==> src/rtl/corr_pkg.sv <==
// Shared constants and types for the sine-correlator front end.
// Contents:
//   N_TAPS, SAMPLE_W, TIM_W  frame length and datapath widths
//   IDLE_TIM                 tim code held between frames (outside 0..N_TAPS-1)
//   sample_t, tim_t, ptr_t   signed sample, phase index, frame pointer
//   rd_state_e               playback FSM states
package corr_pkg;

    localparam int N_TAPS   = 20;
    localparam int SAMPLE_W = 8;
    localparam int TIM_W    = 5;
    localparam int PTR_W    = $clog2(N_TAPS);

    typedef logic signed [SAMPLE_W-1:0] sample_t;
    typedef logic        [TIM_W-1:0]    tim_t;
    typedef logic        [PTR_W-1:0]    ptr_t;

    localparam tim_t IDLE_TIM = tim_t'(31);
    localparam ptr_t PTR_LAST = ptr_t'(N_TAPS - 1);

    typedef enum logic {
        IDLE,
        PLAY
    } rd_state_e;

endpackage

==> src/rtl/pingpong_bank.sv <==
// Two-bank frame store, N_TAPS samples per bank.
// Ports:
//   clk                         write clock
//   we, wr_bank, wr_ptr, wr_data  synchronous write port
//   rd_bank, rd_ptr             read address
//   rd_data                     combinational read data
// Storage is not reset; full flags that qualify the contents live in the parent.
module pingpong_bank
    import corr_pkg::*;
(
    input  logic    clk,
    input  logic    we,
    input  logic    wr_bank,
    input  ptr_t    wr_ptr,
    input  sample_t wr_data,
    input  logic    rd_bank,
    input  ptr_t    rd_ptr,
    output sample_t rd_data
);

    sample_t mem_q [2][N_TAPS];

    always_ff @(posedge clk) begin
        if (we) begin
            mem_q[wr_bank][wr_ptr] <= wr_data;
        end
    end

    assign rd_data = mem_q[rd_bank][rd_ptr];

endmodule

==> src/rtl/corr_frame_feeder.sv <==
// Collects a valid/ready sample stream into 20-sample frames (ping-pong
// buffered) and replays each complete frame to the correlator, one sample per
// cycle, with tim counting the phase.
// Ports:
//   clk, rst          clock, asynchronous active-high reset
//   clr               synchronous flush of all frames and playback
//   in_valid/in_ready upstream handshake, in_sample signed data
//   tim, sel_sig      registered phase index and aligned sample
//   busy              high while tim is a real phase (0..N_TAPS-1)
//   frame_cnt         frames fully played out, wraps
module corr_frame_feeder
    import corr_pkg::*;
(
    input  logic         clk,
    input  logic         rst,
    input  logic         clr,
    input  logic         in_valid,
    input  sample_t      in_sample,
    output logic         in_ready,
    output tim_t         tim,
    output sample_t      sel_sig,
    output logic         busy,
    output logic [7:0]   frame_cnt
);

    rd_state_e  state_q, state_d;
    logic [1:0] full_q, full_d;
    logic       wr_bank_q, wr_bank_d;
    ptr_t       wr_ptr_q, wr_ptr_d;
    logic       rd_bank_q, rd_bank_d;
    ptr_t       rd_ptr_q, rd_ptr_d;
    tim_t       tim_q, tim_d;
    sample_t    sel_q, sel_d;
    logic       busy_q, busy_d;
    logic [7:0] frame_cnt_q, frame_cnt_d;

    logic    accept;
    sample_t rd_data;

    // The written bank can only be full when both banks hold frames.
    assign in_ready = ~full_q[wr_bank_q];
    assign accept   = in_valid & in_ready & ~clr;

    // Read address is the next-cycle playback position, so the sample lands
    // in sel_q on the same edge as its phase lands in tim_q.
    pingpong_bank u_bank (
        .clk     (clk),
        .we      (accept),
        .wr_bank (wr_bank_q),
        .wr_ptr  (wr_ptr_q),
        .wr_data (in_sample),
        .rd_bank (rd_bank_d),
        .rd_ptr  (rd_ptr_d),
        .rd_data (rd_data)
    );

    always_comb begin
        state_d     = state_q;
        full_d      = full_q;
        wr_bank_d   = wr_bank_q;
        wr_ptr_d    = wr_ptr_q;
        rd_bank_d   = rd_bank_q;
        rd_ptr_d    = rd_ptr_q;
        frame_cnt_d = frame_cnt_q;
        busy_d      = 1'b0;

        // Write side
        if (accept) begin
            if (wr_ptr_q == PTR_LAST) begin
                full_d[wr_bank_q] = 1'b1;
                wr_ptr_d          = '0;
                wr_bank_d         = ~wr_bank_q;
            end else begin
                wr_ptr_d = wr_ptr_q + ptr_t'(1);
            end
        end

        // Read side. The bank being freed is never the bank being completed
        // (a write needs its bank empty, a free needs it full), so both flag
        // updates can be applied without ordering concerns.
        unique case (state_q)
            IDLE: begin
                if (full_q[rd_bank_q]) begin
                    state_d  = PLAY;
                    rd_ptr_d = '0;
                    busy_d   = 1'b1;
                end
            end
            PLAY: begin
                if (rd_ptr_q != PTR_LAST) begin
                    rd_ptr_d = rd_ptr_q + ptr_t'(1);
                    busy_d   = 1'b1;
                end else begin
                    full_d[rd_bank_q] = 1'b0;
                    rd_bank_d         = ~rd_bank_q;
                    rd_ptr_d          = '0;
                    frame_cnt_d       = frame_cnt_q + 8'd1;
                    // Other bank already complete: start it with no gap.
                    if (full_q[~rd_bank_q]) begin
                        busy_d = 1'b1;
                    end else begin
                        state_d = IDLE;
                    end
                end
            end
            default: state_d = IDLE;
        endcase

        // Flush wins over everything; the aborted frame is not counted.
        if (clr) begin
            state_d     = IDLE;
            full_d      = '0;
            wr_bank_d   = 1'b0;
            wr_ptr_d    = '0;
            rd_bank_d   = 1'b0;
            rd_ptr_d    = '0;
            frame_cnt_d = frame_cnt_q;
            busy_d      = 1'b0;
        end
    end

    assign tim_d = busy_d ? tim_t'(rd_ptr_d) : IDLE_TIM;
    assign sel_d = busy_d ? rd_data : '0;

    always_ff @(posedge clk or posedge rst) begin
        if (rst) begin
            state_q     <= IDLE;
            full_q      <= '0;
            wr_bank_q   <= 1'b0;
            wr_ptr_q    <= '0;
            rd_bank_q   <= 1'b0;
            rd_ptr_q    <= '0;
            tim_q       <= IDLE_TIM;
            sel_q       <= '0;
            busy_q      <= 1'b0;
            frame_cnt_q <= '0;
        end else begin
            state_q     <= state_d;
            full_q      <= full_d;
            wr_bank_q   <= wr_bank_d;
            wr_ptr_q    <= wr_ptr_d;
            rd_bank_q   <= rd_bank_d;
            rd_ptr_q    <= rd_ptr_d;
            tim_q       <= tim_d;
            sel_q       <= sel_d;
            busy_q      <= busy_d;
            frame_cnt_q <= frame_cnt_d;
        end
    end

    assign tim       = tim_q;
    assign sel_sig   = sel_q;
    assign busy      = busy_q;
    assign frame_cnt = frame_cnt_q;

endmodule
==> config.mk <==
export PLATFORM = sky130hd
export DESIGN_NAME = corr_frame_feeder
export DESIGN_NICKNAME = d
export VERILOG_FILES = /design/src/rtl/corr_pkg.sv /design/src/rtl/pingpong_bank.sv /design/src/rtl/corr_frame_feeder.sv
export SDC_FILE = /design/constraint.sdc
export NUM_CORES = 1
export LEC_CHECK = 0
export BUFFER_PORTS_ARGS = -buffer_cell sky130_fd_sc_hd__buf_2
export CAP_MARGIN = 20
export CORE_UTILIZATION = 55
export CTS_CLUSTER_SIZE = 40
export DETAILED_ROUTE_END_ITERATION = 7
export GPL_TIMING_DRIVEN = 0
export PLACE_DENSITY = 0.74
export SLEW_MARGIN = 30
export SYNTH_ARGS = -nofsm -noshare
export SYNTH_HDL_FRONTEND = slang
export SYNTH_SLANG_ARGS = --single-unit
==> constraint.sdc <==
create_clock -name clk -period 3.1 [get_ports clk]
set_input_delay 0.62 -clock clk [delete_from_list [all_inputs] [get_ports clk]]
set_output_delay 0.62 -clock clk [all_outputs]
set_load 0.005 [all_outputs]
==> reports/results.ini, run 1 <==
[outcome]
status = complete, no violations

[clock_tree]
clk_pin_slew_ps = 60
cts_sinks = 356
cts_buffers = 37
clkLatencyLatePin_ps = 520
cts_tree = done
clock-root-buffer = clkbuf_16
htreeDepth = 2
clk_path_buf_depth = 3
cts-hold-fix-buffers = 0

[timing]
whs_ps = 240
rsz0062_at_grt = true
finalSetupTns_ps = 0
drv_slew = 0
finalCritPeriodShare = 0.994
fin_crit_ps = 3080
slew_headroom = 0.348
worst_pin_slew_ps = 978
finClkSkew_ps = 16.2
hold_viol = 0
clock.fmax_mhz = 324
setup_viol = 0

[setup_path]
slowest_delay_ps = 440
critPathCaptureType = flop
required_ps = 3550
path_common_cell = a21oi_1
start_kind = flop
cp.arrival_ps = 3530
cp_max_fo = 10
crit_chain = ha_1 -> and3b_2 -> a21oi_2 -> nand2_2 -> inv_2 -> buf_2 -> a21oi_1 -> a221oi_1 -> a21oi_1 -> a221oi_2 -> o22a_1
worstSetupPathType = reg2reg
r2r_cells = 11
crit_slowest_cell = a221oi_1

[yosys]
synthFlopType = edfxtp_1
synth_edf_count = 320
synth-seq-cells = 356
synth_cell_types = 53
synthCells = 1026
avgSynthCellArea_sq_um = 14.1
yosys_warnings = 0
seq_area_frac_synth = 0.725
syn_area_sq_um = 14500
async_flop_share = 0.101
synth_nets = 1044

[drt]
drtIter0Drc = 1236
drc = 0
avgRoutedWirePerCell_microns = 24.3
viasPerCell = 6.23
routed_wl_microns = 35600
vias = 9118
drtAntennaViolNets = 0
firstDrtPassIters = 5

[die]
initial_core_util = 0.558
core_sq_um = 26000
ios = 35
dieArea_sq_um = 27000
core.rowCount = 59
die_h_microns = 164
dieWidth_microns = 164

[finish]
layout-drive-gt1-share = 0.184
antenna_cells = 0
nets = 1120
nFillCells = 1902
synthToLayoutAreaGrowth_pct = 13.2

[global_routing]
grt_antenna_before_repair = 0
grt_pass1_wl_microns = 52700
grt_max_degree = 41
grt_usage = 0.269
grt_pass1_vias = 8645
grt_overflow = 0

[placement]
io_buffers = 33
gp_congestion = 0.926
dpl.hpwl_microns = 22700

[pwr]
p_leak_nw = 5.67
ir_drop_mv = 0.498
p_per_area_nw_per_um2 = 576

[worst_hold_path]
min_path_type = in2async

[job]
cap_violations = 0

report_power, final:
group	switching (mW)	total [mW]	leakage, nW	internal, mW
Combinational	0.126	0.149	1.78	0.0226
Sequential	0.00546	5.25	3.36	5.24
Clock	1.75	4.05	0.530	2.31
Total	1.88	9.45	5.67	7.58
synth_stat cells, types with 2 or more instances:
cell	n	share of area
edfxtp_1	320	0.66
nand2_1	146	0.038
a21oi_1	81	0.028
nor2_1	55	0.014
nand3_1	54	0.019
mux2i_1	43	0.030
buf_2	32	0.011
dfrtp_1	31	0.053
a221oi_1	30	0.018
mux2_2	23	0.018
o21ai_0	21	0.0072
a211oi_1	19	0.0098
a22oi_1	18	0.0093
nor3b_1	17	0.0088
clkbuf_1	13	0.0034
buf_4	9	0.0047
inv_1	8	0.0021
nand2b_1	8	0.0035
o22a_1	8	0.0048
o21ai_1	7	0.0024
o22ai_1	7	0.0030
o32ai_1	7	0.0042
ha_1	6	0.0052
buf_6	5	0.0039
dfstp_2	5	0.0091
nor3_1	5	0.0017
xor2_1	5	0.0030
buf_1	4	0.0010
xnor2_1	4	0.0024
and2_1	3	0.0013
nor2b_1	3	0.0013
or2_2	3	0.0013
a31oi_1	2	0.00086
and3_1	2	0.00086
inv_2	2	0.00052
nand4_1	2	0.00086
or3_1	2	0.00086
cell usage in the layout, fill, tap and decap left out, types with 4 or more instances in the layout:
cell       synthesis  final
ha_1               6      6
nor2_2             0      9
o22ai_1            7      5
clkbuf_1          13     18
a22oi_1           18     18
clkbuf_4           0      4
clkinv_1           0     13
xnor2_1            4      4
nor3b_1           17     17
a221oi_2           0     16
nor3_1             5      5
o21ai_1            7      7
dfrtp_1           31     31
mux2_2            23     23
a221oi_1          30     14
o32ai_2            0      5
nand2_1          146    145
o21ai_0           21     21
buf_4              9     14
nand2b_1           8      8
nand3_1           54     54
buf_6              5      5
edfxtp_1         320    320
dfstp_2            5      5
nor2_1            55     46
xor2_1             5      5
inv_1              8      7
clkbuf_16          0     39
buf_2             32     61
a21oi_1           81     80
mux2i_1           43     43
a211oi_1          19     18
o22a_1             8      8
area by class of cell:
type                    instances  area [sq um]  share of cell area
clock inverters                17          75.1             0.00457
well taps                     335           419              0.0255
multi-input cells             596          3790               0.231
plain buffers                  63           365              0.0222
inverters                      11          42.5             0.00259
clock buffers                  48          1020              0.0621
flip-flops and latches        356         10500               0.640
repair buffers                 37           195              0.0119
sequential cells by signal (all words and copies together) (netlist names):
signal        count
u_bank.mem_q    320
full_q            2
wr_ptr_q          5
wr_bank_q         1
rd_bank_q         1
tim               5
busy              1
frame_cnt         8
sel_sig           8
rd_ptr_q          5
final timing paths:
check,from,endpoint,slack (ps)
setup / recovery,rd_ptr_q[0],sel_sig[0],20
min in group clk,frame_cnt[7],frame_cnt[7],460
hold / removal,rst,frame_cnt[5],240
setup reg to reg,rd_ptr_q[0],sel_sig[0],20
max in group asynchronous,rst,sel_sig[3],2360
hold reg to reg,frame_cnt[7],frame_cnt[7],460
metrics by stage:
stage	util	cell area [sq um]	setup WS (ps)	power, mW	cells
floorplan	-	14500	647	5.39	1026
global placement	0.581	15100	-291	5.49	1394
detailed placement	0.581	15100	-344	5.49	1394
CTS	0.627	16300	2.78	9.47	1461
global route	0.632	16400	-71.2	9.68	1463
finish	0.632	16400	17.8	9.45	1463
critical path, delay by kind of cell, from the launching register on:
kind | cells | cell delay [ps]
buffers and inverters | 2 | 370
adders and majority gates | 1 | 300
AOI/OAI and AO/OA | 6 | 1450
and+or+nand+nor | 2 | 480
DFF | 1 | 400
metal layers:
metal	global-route usage	share of wire
met1	0.381	0.40
met2	0.425	0.48
met3	0.0429	0.093
met4	0.0942	0.030
met5	0	0
logic make-up (layout without fill, tap and decap cells):
logic type               Yosys count  count (layout)  synth area share
AO/OA/AOI/OAI                    207             207            0.0920
flip-flops                       356             356             0.725
adder cells (fa/ha/maj)            6               6           0.00518
AND/OR/NAND/NOR                  307             307            0.0969
buffers and inverters             74             176            0.0269
multiplexers                      67              67            0.0486
XOR/XNOR                           9               9           0.00543
repair_timing:
action                     in CTS  in global routing
resized for setup              16                 33
pin swaps                       1                  5
setup endpoints to repair       8                 96
setup buffers                   2                  2
Note: power is estimated with default switching activity, not from simulation.
==> run 2, diff against run 1 <==
--- a/config.mk
+++ b/config.mk
@@ -5,13 +5,14 @@
 export SDC_FILE = /design/constraint.sdc
 export NUM_CORES = 1
 export LEC_CHECK = 0
+export ABC_AREA = 1
 export BUFFER_PORTS_ARGS = -buffer_cell sky130_fd_sc_hd__buf_2
 export CAP_MARGIN = 20
 export CORE_UTILIZATION = 55
 export CTS_CLUSTER_SIZE = 40
 export DETAILED_ROUTE_END_ITERATION = 7
 export GPL_TIMING_DRIVEN = 0
-export PLACE_DENSITY = 0.74
+export PLACE_DENSITY = 0.68
 export SLEW_MARGIN = 30
 export SYNTH_ARGS = -nofsm -noshare
 export SYNTH_HDL_FRONTEND = slang
==> reports/results.ini, run 2 <==
[drt]
drtIter0Drc = 1051
routed_wl_microns = 36800
vias = 9940
avgRoutedWirePerCell_microns = 22.3
viasPerCell = 6.02
firstDrtPassIters = 8
drtAntennaViolNets = 0
drc = 8

[timing]
clock.fmax_mhz = 333
drv_slew = 0
setup_viol = 0
finalSetupTns_ps = 0
slew_headroom = 0.285
finClkSkew_ps = 10.9
finalCritPeriodShare = 0.970
fin_crit_ps = 3010
rsz0062_at_grt = true
worst_pin_slew_ps = 1070
hold_viol = 0

[finish]
finalNonFillerCells = 1651
mostFrequentLayoutCell = edfxtp_1
layout-drive-gt1-share = 0.131
largest_reg_flops = 320
antenna_cells = 0
nets = 1310
top_register = u_bank.mem_q
nFillCells = 2006
layout_common_cells = 320 x edfxtp_1, 275 x nand3_1, 269 x nand2_1
synthToLayoutAreaGrowth_pct = 12.9

[setup_path]
start_kind = flop
worstSetupPathType = reg2reg
required_ps = 3240
critPathCaptureType = flop
cp_max_fo = 10
cp.arrival_ps = 3150

[global_routing]
grt_pass1_vias = 9409
grt_usage = 0.278
grt_antenna_before_repair = 0
grt_pass1_wl_microns = 55300
grt_overflow = 0
grt_max_degree = 41

[die]
initial_core_util = 0.563
core.rowCount = 59
ios = 35
core_sq_um = 26100
die_h_microns = 166
dieWidth_microns = 166
dieArea_sq_um = 27400

[yosys]
synth_cell_types = 35
synth_nets = 1236
yosysMostFrequentCell = edfxtp_1
synth-seq-cells = 356
seq_area_frac_synth = 0.715
synth_area_leader_cell = edfxtp_1
yosys-top-cells-count = 320 x edfxtp_1, 275 x nand3_1, 269 x nand2_1
syn_area_sq_um = 14700
yosys-top-cells-area = edfxtp_1 65%, nand3_1 9.4%, nand2_1 6.9%
yosys_warnings = 0
avgSynthCellArea_sq_um = 12.1
synthFlopType = edfxtp_1
async_flop_share = 0.101
synth_top_cell_area_share = 0.653
synthCells = 1218
synth_edf_count = 320

[pwr]
p_leak_nw = 5.91
ir_drop_mv = 0.549
p_per_area_nw_per_um2 = 568

[clock_tree]
cts_buffers = 37
post_cts_buffers = 0
cts_sinks = 356
clock-root-buffer = clkbuf_16
clkLatencyLatePin_ps = 510
htreeDepth = 2
clk_pin_slew_ps = 60
clk_path_buf_depth = 3
cts-hold-fix-buffers = 0
cts_resized = 2
cts_tree = done

[placement]
gp_congestion = 0.925
io_buffers = 34
dpl.hpwl_microns = 23800
placed_cells = 1588

[job]
cap_violations = 0

[worst_hold_path]
min_path_type = in2async

[outcome]
status = complete, but fails checks
failed_checks = design-rule violations

## run 2: cell count changes after synthesis, moves of 30 or more
cell | before | now
nor2_1 | 55 | 21
nor3_1 | 5 | 44
a221oi_1 | 30 | 0
nand2_1 | 146 | 269
nand4_1 | 2 | 42
nand3_1 | 54 | 275
mux2i_1 | 43 | 1
a21oi_1 | 81 | 4
## run 2: stage by stage
| step | area (sq um) | total power, mW | util | setup WS, ps | hold slack [ps] |
|---|---|---|---|---|---|
| finish | 16600 | 9.42 | 0.635 | 93.4 | 23.4 |
| global route | 16600 | 9.64 | 0.635 | -39.2 | 51.8 |
| CTS | 16500 | 9.45 | 0.633 | -67.2 | 28.0 |
| detailed placement | 15500 | 5.52 | 0.592 | -44.2 | 458 |
| global placement | 15300 | 5.51 | 0.585 | -63.9 | 458 |
| floorplan | 14700 | 5.41 | - | 802 | 468 |
## run 2: worst paths after layout
kind,start,to,slack [ps],depth (start not counted)
max,wr_bank_q,u_bank.mem_q[1][146],90,5
min,rst,frame_cnt[3],20,2
max reg2reg,wr_bank_q,u_bank.mem_q[1][146],90,5
min reg2reg,frame_cnt[7],frame_cnt[7],470,1
max in group asynchronous,rst,tim[4],2580,3
min in group clk,frame_cnt[7],frame_cnt[7],470,1
## run 2: routing by layer
| metal | part of all wire | GRT usage | vias to the layer above |
|---|---|---|---|
| met5 | 0 | 0 | - |
| li1 | - | - | 4589 |
| met2 | 0.46 | 0.437 | 462 |
| met1 | 0.42 | 0.393 | 4799 |
| met4 | 0.034 | 0.0983 | 0 |
| met3 | 0.081 | 0.0450 | 90 |
## run 2: area by class of cell
type | count | area, sq um | area share
plain buffers | 74 | 383 | 0.0231
clock buffers | 46 | 970 | 0.0584
clock inverters | 17 | 98.8 | 0.00595
inverters | 33 | 124 | 0.00746
multi-input cells | 755 | 3900 | 0.235
flip-flops and latches | 356 | 10500 | 0.633
well taps | 335 | 419 | 0.0252
repair buffers | 35 | 190 | 0.0115
## run 2: kinds of logic after synthesis
family	count (synthesis)	share of synthesized area
AO/OA/AOI/OAI	77	0.0329
XOR/XNOR	8	0.00476
adder cells (fa/ha/maj)	6	0.00510
buffers and inverters	107	0.0342
flip-flops	356	0.715
multiplexers	1	0.000681
AND/OR/NAND/NOR	663	0.207
## run 2: power by group
group	switching, mW	internal, mW	total [mW]
combinational	0.146	0.0262	0.172
clock	1.71	2.29	4.00
sequential	0.00629	5.25	5.25
## run 2: critical path, cell delays in order (launching register included)
cell     delay (ps)
dfrtp_1         430
mux2i_1         310
nand2_1         160
nor2_1          420
nand2_1         580
nor3_2          730
